$ cat src/rtl/linear_stream_feeder.sv
// Buffers NUM_FEATURES activation rows, then issues one chunk beat per (neuron, chunk) with
// ROM weights/bias aligned to registered features; m_ce trails each issue by one cycle.
module linear_stream_feeder #(
  parameter int PRECISION      = 8,
  parameter int BIAS_PRECISION = 32,
  parameter int NUM_FEATURES   = 2,
  parameter int N              = 16,
  parameter int IN_DIM         = 64,
  parameter int OUT_DIM        = 10,
  localparam int CHUNKS        = IN_DIM / N,
  localparam int WA_W          = (OUT_DIM * CHUNKS > 1) ? $clog2(OUT_DIM * CHUNKS) : 1,
  localparam int BA_W          = (OUT_DIM > 1) ? $clog2(OUT_DIM) : 1
) (
  input  logic                                          clk,
  input  logic                                          rst,
  input  logic                                          s_valid,
  output logic                                          s_ready,
  input  logic [N-1:0][PRECISION-1:0]                   s_data,
  input  logic                                          s_last,
  output logic [WA_W-1:0]                               w_addr,
  input  logic [N-1:0][PRECISION-1:0]                   w_rd_data,
  output logic [BA_W-1:0]                               b_addr,
  input  logic [BIAS_PRECISION-1:0]                     b_rd_data,
  input  logic                                          m_ready,
  output logic                                          m_ce,
  output logic [NUM_FEATURES-1:0][N-1:0][PRECISION-1:0] m_features,
  output logic [N-1:0][PRECISION-1:0]                   m_weights,
  output logic [BIAS_PRECISION-1:0]                     m_bias,
  output logic                                          m_first,
  output logic                                          m_last,
  output logic [BA_W-1:0]                               m_neuron,
  output logic                                          done,
  output logic                                          err
);

  if (IN_DIM % N != 0) begin : g_bad_dim
    $error("IN_DIM must be a multiple of N");
  end

  localparam int RW = (NUM_FEATURES > 1) ? $clog2(NUM_FEATURES) : 1;
  localparam int CW = (CHUNKS > 1) ? $clog2(CHUNKS) : 1;
  localparam logic [RW-1:0]   R_LAST = RW'(NUM_FEATURES - 1);
  localparam logic [CW-1:0]   C_LAST = CW'(CHUNKS - 1);
  localparam logic [BA_W-1:0] O_LAST = BA_W'(OUT_DIM - 1);

  typedef enum logic [1:0] {LOAD, STREAM, DRAIN} state_t;

  state_t                     state, nxt;
  logic [RW-1:0]              ld_row;
  logic [CW-1:0]              ld_col;
  logic [CW-1:0]              c;
  logic [BA_W-1:0]            o;
  logic [WA_W-1:0]            wa;
  logic [N-1:0][PRECISION-1:0] act_buf [NUM_FEATURES][CHUNKS];

  logic accept, ld_final, issue, pass_end;

  assign accept   = s_valid && s_ready;
  assign ld_final = (ld_row == R_LAST) && (ld_col == C_LAST);
  assign issue    = (state == STREAM) && m_ready;
  assign pass_end = (c == C_LAST) && (o == O_LAST);

  assign w_addr    = wa;
  assign b_addr    = o;
  assign m_weights = w_rd_data;
  assign m_bias    = b_rd_data;

  always_comb begin
    nxt  = state;
    done = 1'b0;
    case (state)
      LOAD:    if (accept && ld_final) nxt = STREAM;
      STREAM:  if (issue && pass_end) nxt = DRAIN;
      DRAIN: begin
        done = 1'b1;
        nxt  = LOAD;
      end
      default: nxt = LOAD;
    endcase
  end

  // s_ready is registered from the next state so it stays low through reset.
  always_ff @(posedge clk or negedge rst) begin
    if (!rst) begin
      state   <= LOAD;
      s_ready <= 1'b0;
    end else begin
      state   <= nxt;
      s_ready <= (nxt == LOAD);
    end
  end

  always_ff @(posedge clk or negedge rst) begin
    if (!rst) begin
      ld_row <= '0;
      ld_col <= '0;
      err    <= 1'b0;
    end else if (accept) begin
      if (s_last != ld_final) err <= 1'b1;
      if (ld_col == C_LAST) begin
        ld_col <= '0;
        ld_row <= ld_final ? '0 : ld_row + 1'b1;
      end else begin
        ld_col <= ld_col + 1'b1;
      end
    end
  end

  always_ff @(posedge clk) begin
    if (accept) act_buf[ld_row][ld_col] <= s_data;
  end

  // Weight address runs linearly through o*CHUNKS+c, so a plain counter suffices.
  always_ff @(posedge clk or negedge rst) begin
    if (!rst) begin
      c          <= '0;
      o          <= '0;
      wa         <= '0;
      m_ce       <= 1'b0;
      m_first    <= 1'b0;
      m_last     <= 1'b0;
      m_neuron   <= '0;
      m_features <= '0;
    end else begin
      m_ce <= issue;
      if (issue) begin
        for (int f = 0; f < NUM_FEATURES; f++) m_features[f] <= act_buf[f][c];
        m_first  <= (c == '0);
        m_last   <= (c == C_LAST);
        m_neuron <= o;
        if (pass_end) wa <= '0;
        else          wa <= wa + 1'b1;
        if (c == C_LAST) begin
          c <= '0;
          o <= (o == O_LAST) ? '0 : o + 1'b1;
        end else begin
          c <= c + 1'b1;
        end
      end
    end
  end

endmodule

$ cat config.mk
export PLATFORM = sky130hd
export DESIGN_NAME = linear_stream_feeder
export DESIGN_NICKNAME = d
export VERILOG_FILES = /design/src/rtl/linear_stream_feeder.sv
export SDC_FILE = /design/constraint.sdc
export NUM_CORES = 1
export LEC_CHECK = 0
export CAP_MARGIN = 40
export CELL_PAD_IN_SITES_DETAIL_PLACEMENT = 1
export CELL_PAD_IN_SITES_GLOBAL_PLACEMENT = 1
export CORE_MARGIN = 4
export CORE_UTILIZATION = 42
export CTS_BUF_LIST = sky130_fd_sc_hd__clkbuf_8 sky130_fd_sc_hd__clkbuf_16
export CTS_CLUSTER_SIZE = 28
export DETAILED_ROUTE_END_ITERATION = 10
export PLACE_DENSITY = 0.8
export SYNTH_ARGS = -nofsm -noshare
export SYNTH_HDL_FRONTEND = slang
export SYNTH_SLANG_ARGS = --single-unit
$ cat constraint.sdc
create_clock -name clk -period 12.1 [get_ports clk]
set_input_delay 1.21 -clock clk [delete_from_list [all_inputs] [get_ports clk]]
set_output_delay 1.21 -clock clk [all_outputs]
set_load 0.01 [all_outputs]
---- Yosys cells after proc, flatten, opt, wreduce, memory -nomap -nowiden ----
Memories as Yosys holds them, arrays and structs flattened.
Index checks and enable logic that the tools add are counted.
word-level totals
  flip-flop bits (word level) ............. 282
  RAM bits ................................ 1,024
  input bits .............................. 293
  output and inout port bits .............. 436
  word-level logic and storage cells ...... 93
  memories ................................ 1
memory list
  memory   words  width  rd ports  clocked after Yosys merged registers in  write ports  line  source
  act_buf  2      512    2         0                                        1            54    logic [N-1:0][PRECISION-1:0] act_buf [NUM_FEATURES][CHUNKS];
cells by class
  add/sub/neg operators ................... 5
  order comparisons ....................... 3
  equality and inequality tests ........... 6
  mux-type cells .......................... 19
  bitwise operators ....................... 2
  reductions and logical operators ........ 13
operators by type and width
  cell                 count
  $mux 128             5
  $bmux 128 s2         2
  $mux 512             1
  $demux 128 s2        1
  $mux 2               4
  $logic_and 1x1->1    7
  $add 6x1->6 const B  1
  $eq 2x2->1 const B   3
  $ge 3x3->1 const B   2
  $logic_not 2->1      3
  $mux 6               1
  $not 2->3            2
  $reduce_and 2->1     3
  $add 2x1->2 const B  2
  $add 4x1->4 const B  1
  $eq 4x4->1 const B   1
  $mux 4               1
  $pmux 2 s2           1
  $lt 3x1->1 const B   1
  $mux 1               3
  $eq 2x1->1 const B   1
  $add 1x1->1 const B  1
  $ne 1x1->1           1

---- Depth between registers and ports, before layout ----
Gate-level depths: netlist of run 1.
  word-level depth ........................ 6
  gate-level depth with buffers ........... 7
  gate-level depth less buffers ........... 5

---- Worst setup path before layout of run 1 ----
Ideal clock, no wire load.
  kind .................................... input to register
  start point ............................. in s_valid
  end point ............................... mem act_buf[0][128] in the netlist's numbering (enable)
  library setup time ...................... 0.798 ns
  arrival ................................. 10.617 ns
  required time ........................... 11.302 ns
  slack ................................... 0.684 ns
  cell stages on the path ................. 2
  path buffers ............................ 0
  cell sequence ........................... nand2_1 -> nor3b_1
between the ends
  longest elaborated chain between the ends .. 3
RTL lines
  item                            line  source
  start, declared                 16    input logic s_valid,
  $logic_and 1x1->1               58    assign accept = s_valid && s_ready;
  $mux 1                          110   if (accept) act_buf[ld_row][ld_col] <= s_data;
  $mux 512 (not written as such)  110
  end, declared                   54
No other way between the ends.

---- Final worst setup path of run 1 ----
  start point ............................. in s_valid
  end point ............................... mem act_buf[1][448] in the netlist's numbering (enable)
Same word-level chain as after synthesis.

==> results of run 1 <==
## state kept, by name, indices dropped and copies added (netlist names), 2 cells and up
| signal | cells |
|---|---|
| act_buf | 1024 |
| b_addr | 4 |
| c | 2 |
| ld_col | 2 |
| m_features | 256 |
| m_neuron | 4 |
| state | 2 |
| w_addr | 6 |
## synthesized netlist by cell type (3+ instances only)
master / instances / share of area, %
buf_6: 25 / 0.58
edfxtp_1: 1024 / 63
nor2_1: 5 / 0.038
nand2_1: 798 / 6.1
and3_1: 4 / 0.051
ha_1: 7 / 0.18
buf_1: 5 / 0.038
xnor2_1: 4 / 0.072
dfrtp_1: 282 / 14
nor3b_1: 3 / 0.046
o21ai_0: 13 / 0.13
clkbuf_1: 33 / 0.25
inv_1: 5 / 0.038
mux4_2: 256 / 12
buf_2: 54 / 0.55
buf_4: 161 / 2.5
nand2b_1: 4 / 0.051
## placed cells by master (no fill, tap or decap), types with 3 or more instances in the layout
| cell | count |
|---|---|
| dfrtp_1 | 280 |
| clkinv_4 | 3 |
| xnor2_1 | 4 |
| mux4_2 | 256 |
| clkbuf_8 | 7 |
| inv_1 | 56 |
| nor2_1 | 3 |
| nand2b_1 | 4 |
| nor3b_2 | 3 |
| clkinv_1 | 17 |
| ha_1 | 7 |
| and3_4 | 3 |
| edfxtp_1 | 1024 |
| buf_12 | 7 |
| nand2_1 | 798 |
| bufinv_16 | 6 |
| clkinv_8 | 3 |
| o21ai_0 | 13 |
| buf_4 | 32 |
| buf_16 | 10 |
| clkdlybuf4s50_1 | 407 |
| clkbuf_16 | 144 |
| clkinv_2 | 14 |
| inv_6 | 4 |
| diode_2 | 19 |
## worst paths after layout
kind,end,slack (ps),cells past startpoint
setup / recovery,act_buf[1][448],8000,5
hold / removal,m_features[198],450,1
setup reg to reg,act_buf[1][448],8590,4
hold reg to reg,err,470,1
max in group asynchronous,m_features[14],9660,3
min in group clk,err,470,1
## layout make-up
| type | instances | area share, % |
|---|---|---|
| inverter | 6 | 0.0517 |
| tap | 1512 | 3.26 |
| multi-input combinational | 1113 | 15.9 |
| antenna | 19 | 0.0818 |
| clock inverter | 101 | 1.12 |
| clock buffer | 151 | 6.37 |
| timing repair buffer | 457 | 8.17 |
| sequential | 1306 | 65.1 |
## kinds of logic (layout without fill, tap and decap cells)
kind of cell / count (synthesis) / count (layout) / synth area share, %
and+or+nand+nor: 826 / 826 / 6.46
other: 0 / 19 / 0
buffers and inverters: 285 / 715 / 3.97
xor gates and xnor gates: 4 / 4 / 0.0716
muxes: 257 / 257 / 11.8
AOI/OAI and AO/OA: 19 / 19 / 0.228
DFF: 1306 / 1306 / 77.3
adders and majority gates: 7 / 7 / 0.179
## report_power, final
part | total (mW) | switching (mW) | internal (mW) | leakage, nW
Clock | 4.04 | 1.72 | 2.32 | 2.32
Combinational | 3.71 | 1.90 | 1.81 | 5.91
Sequential | 6.02 | 0.466 | 5.55 | 12.7
Total | 13.8 | 4.08 | 9.69 | 20.9
## per-stage QoR
| stage | worst slack (ps) | util (%) |
|---|---|---|
| 2_1_floorplan | 684 | - |
| 3_3_place_gp | 7270 | 46.4 |
| 3_5_place_dp | 7250 | 46.7 |
| 4_1_cts | 8020 | 50.5 |
| 5_1_grt | 7900 | 50.5 |
| 6_report | 8000 | 50.5 |
## layer usage
layer / vias up / track usage (%) / share of wire [%]
li1: 10500 / - / -
met4: 4 / 11.2 / 4.8
met5: - / 0 / 0.024
met1: 13200 / 24.7 / 35
met3: 285 / 5.90 / 7.3
met2: 970 / 39.2 / 53
==> run metrics, run 1 <==
status=complete, no violations; PD cells=roughly 240 mW/mm²; Clock Tree Buf Depth=3; Hold Buf Count CTS=0; H-tree levels=4; Slew HR=30.5%; dpl cell area=0.0537 mm²; first-pass GRT wire length=197000 µm; Syn. warnings=0; Async SR Flop Fraction=between 20% and 30%; vias in the first global route=27600; crit path from=s_valid; I/O Pins=729; setup TNS=0 ps; Seq/Total Area, Yosys=77.3%; worst r2r src=s_ready; worst hold path class=primary input to asynchronous set/reset pin; Pre-antenna DRT Iters=5; final wirelength=135000 µm; crit path launch type=primary input; area grow syn2layout=18.8%; final std cell area, no fill=0.0581 mm²; DR WL/cell=28.9 µm; Critical Path RT=12430 ps; Setup Skew=approximately 32 ps; die area=0.122 mm²; Synth Area per Inst=around 18 µm²; cts bufs inserted=139; multi-input gate area in the final layout=0.00922 mm²; crit-path leading delay family=buffers and inverters; fin crit period=4100 ps; total clock sinks=1306; post-route ant nets=0; # Max-Cap Violations=0; Worst Path Max Fanout=46; largest net degree at the start of global routing=146; Arr. time, crit path=approximately 4400 ps; max-slew violation count=0; non-filler cells, final=between 4000 and 5000; num rows=124; CTS tree=done; Yosys reg bits=roughly 1300; # fillers=10600; syn_nets=3004; worst vdd ir=about 0.20 mV; cell repeated most along the worst path=buf_4; Overall Power=13.8 mW; critical path cell sequence=clkdlybuf4s50_1 > and2_1 > and3_4 > buf_4 > buf_4; Final Hold Viols=0; Post-synth EDFFs=~1000; Nets=3323; RePlAce Congestion=approximately 0.78; Worst path slowest cell=buf_4; Leakage=20.9 nW; drt initial violations=2037; clk slew on worst S/H paths=about 60 ps; Synth cell types=33; RSZ-0062 raised after global routing=no; slowest stage delay, CP=750 ps; dpl cells=4393; Worst setup EP type=register; synthesized cell area=0.0489 mm²; Post-CTS Setup Inserts=0; Port-buffer cells=408; DR vias/cell=5.35; post-synthesis cell count=2704; Initial Util=42.5%; max frequency=0.244 GHz; Worst-Skew Late Latency=~700 ps; GR Overflow Total=0; measured slew at the worst slew-check pin=around 1000 ps; Post-CTS Resized=0; Main synth FF type=edfxtp_1; Core Area=0.115 mm²; clock root cell=clkbuf_16; GRT Total Usage=between 20% and 30%; die height=349 µm; DRC errors left=0; share of layout cells above drive strength 1=about 16%; die width=349 µm; Final Cycle Share=approximately 34%; register area=0.0378 mm²; final setup vio count=0; DP HPWL=around 85000 µm; via count=25000; CP Class=primary input to register; worst hold slack=around 450 ps; CP Buf/Inv Count=3; initial antenna violation count=20
(Power assumes the default switching activity.)
==> run 2, diff against run 1 <==
- clock period: 12.1 -> 4.2 ns (I/O delays scaled with it)
==> run 2 against run 1 <==
  * Via count increased by 0.51%
  * Cell count is 0.28% higher
  * Die area unchanged
  * Worst hold slack lost 180 ps
==> run metrics, run 2 (synthesis results as in run 1) <==
Critical Path RT=4840 ps (was 12430 ps); crit path launch type=register (was primary input); I/O Pins=729 (unchanged); drt initial violations=2332 (was 2037); Port-buffer cells=408 (unchanged); Leakage=21.1 nW (was 20.9 nW); Worst Path Max Fanout=75 (was 46); PnR worst setup slack=1550 ps (was 8000 ps); RSZ-0062 raised after global routing=no (unchanged); clock root cell=clkbuf_16 (unchanged); Slew HR=33.7% (was 30.5%); DRC errors left=0 (unchanged); r2r setup slk=1550 ps (was 8590 ps); cts bufs inserted=139 (unchanged); share of layout cells above drive strength 1=16.9% (was 16.0%); Top reg by flops=act_buf (unchanged); highest routed metal layer=met5 (unchanged); die height=349 µm (unchanged); worst hold path class=primary input to asynchronous set/reset pin (unchanged); DP HPWL=88300 µm (was 85000 µm); GRT Total Usage=22.4% (was 22.1%); Setup Skew=37.8 ps (was 31.7 ps); first-pass GRT wire length=199000 µm (was 197000 µm); wire length on met3=10600 µm (was 9890 µm); CP Class=register to register (was primary input to register); final setup vio count=0 (unchanged); Initial Util=42.5% (unchanged); worst r2r src=state[1] (was s_ready); Final Cycle Share=63.0%; H-tree levels=4 (unchanged); vias in the first global route=27600 (about the same); initial antenna violation count=18 (was 20); dpl cell area=0.0540 mm² (was 0.0537 mm²); most frequent cells in the layout=edfxtp_1, nand2_1, clkdlybuf4s50_1 (unchanged); Arr. time, crit path=3290 ps (was 4420 ps); Setup Slack @ Placement=1110 ps (was 7250 ps); GR Overflow Total=0 (unchanged); Worst setup EP type=register (unchanged); DR WL/cell=29.2 µm (was 28.9 µm); largest net degree at the start of global routing=114 (was 146); DR vias/cell=5.36 (was 5.35); PD cells=687 mW/mm² (was 237 mW/mm²); Pre-antenna DRT Iters=5 (unchanged); max reg flops=1024 (unchanged); Clock Tree Buf Depth=3 (unchanged); most common library cell in the layout ignoring fill and taps=edfxtp_1 (unchanged); WL met1=46700 µm (about the same); Core Area=0.115 mm² (unchanged); Worst-Skew Late Latency=720 ps (about the same); die width=349 µm (unchanged); # Max-Cap Violations=0 (unchanged); max-slew violation count=0 (unchanged); final wirelength=137000 µm (was 135000 µm); via count=25100 (was 25000); total clock sinks=1306 (unchanged); max frequency=~0.38 GHz; status=complete, no violations (unchanged); CTS tree=done (unchanged); worst vdd ir=0.354 mV (was 0.200 mV); clk slew on worst S/H paths=60 ps (about the same); fin crit period=2650 ps; num rows=124 (unchanged); final std cell area, no fill=0.0586 mm² (was 0.0581 mm²); post-route ant nets=0 (unchanged); worst hold slack=269 ps (was 445 ps); measured slew at the worst slew-check pin=995 ps (was 1040 ps); RePlAce Congestion=0.823 (was 0.775); RR Endpoint=m_features[181] (was act_buf[1][448]); Met2 Wirelength=72300 µm (was 72000 µm); Final Hold Viols=0 (unchanged); Nets=3337 (was 3323); area grow syn2layout=19.9% (was 18.8%); worst r2r path cells=6 (was 4); die area=0.122 mm² (unchanged)
run 2: cell types whose count changed in the layout (fill, tap and decap cells not counted), moves of 2 or more:
cell	before	now
clkinv_16	0	3
clkinv_2	14	17
buf_16	10	1
buf_8	1	3
buf_12	7	34
diode_2	19	12
clkbuf_8	7	18
clkinv_1	17	15
inv_1	56	46
buf_4	32	25
nor3b_2	3	0
nor3b_4	0	3
run 2: repair_timing:
action / in CTS / in global routing
endpoints found under the hold margin: 61 / 0
gates resized for setup: 0 / 0
hold buffers: 1 / 0
setup buffers: 0 / 0
run 2: final cells by class:
cell class | count | area [µm²]
multi-input combinational | 1113 | 9230
sequential | 1306 | 37800
timing repair buffer | 471 | 5020
inverter | 6 | 30.0
antenna | 12 | 30.0
fill | 10600 | 56300
clock inverter | 95 | 731
tap | 1512 | 1890
clock buffer | 163 | 3880
run 2: critical path: stages (launching register included):
cell,delay [ps]
dfrtp_1,380
nand3b_1,590
inv_8,520
buf_16,350
buf_4,370
nand2_1,100
nand2_1,80
run 2: worst max path at each step:
stage	start	end	slack, ps	cells past startpoint
after CTS	state[1]	m_features[74]	1520	6
after global routing	state[1]	m_features[238]	1310	6
final	state[1]	m_features[181]	1550	6
after global placement	m_ready	m_features[108]	1150	6
after detailed placement	m_ready	m_features[74]	1110	7
after floorplan	s_valid	act_buf[0][0]	-410	4
run 2: metrics by stage:
stage	util [%]	power, mW	TNS, ps	std cells
after floorplan	-	23.4	-168790	2704
after global placement	46.9	28.0	0	4403
after detailed placement	47.0	28.5	0	4407
after CTS	51.0	40.8	0	4666
after global routing	51.0	42.2	0	4676
final	51.0	40.3	0	4678
run 2: per-layer routing:
layer | vias to the layer above | global-route usage (%)
met5 | - | 0
met4 | 6 | 11.1
met3 | 278 | 6.32
met2 | 982 | 39.5
met1 | 13300 | 24.9
li1 | 10500 | -
run 2: power by group:
part	switching (mW)	internal (mW)	total (mW)
combinational	5.61	5.31	10.9
sequential	1.27	16.0	17.3
clock	5.05	7.04	12.1
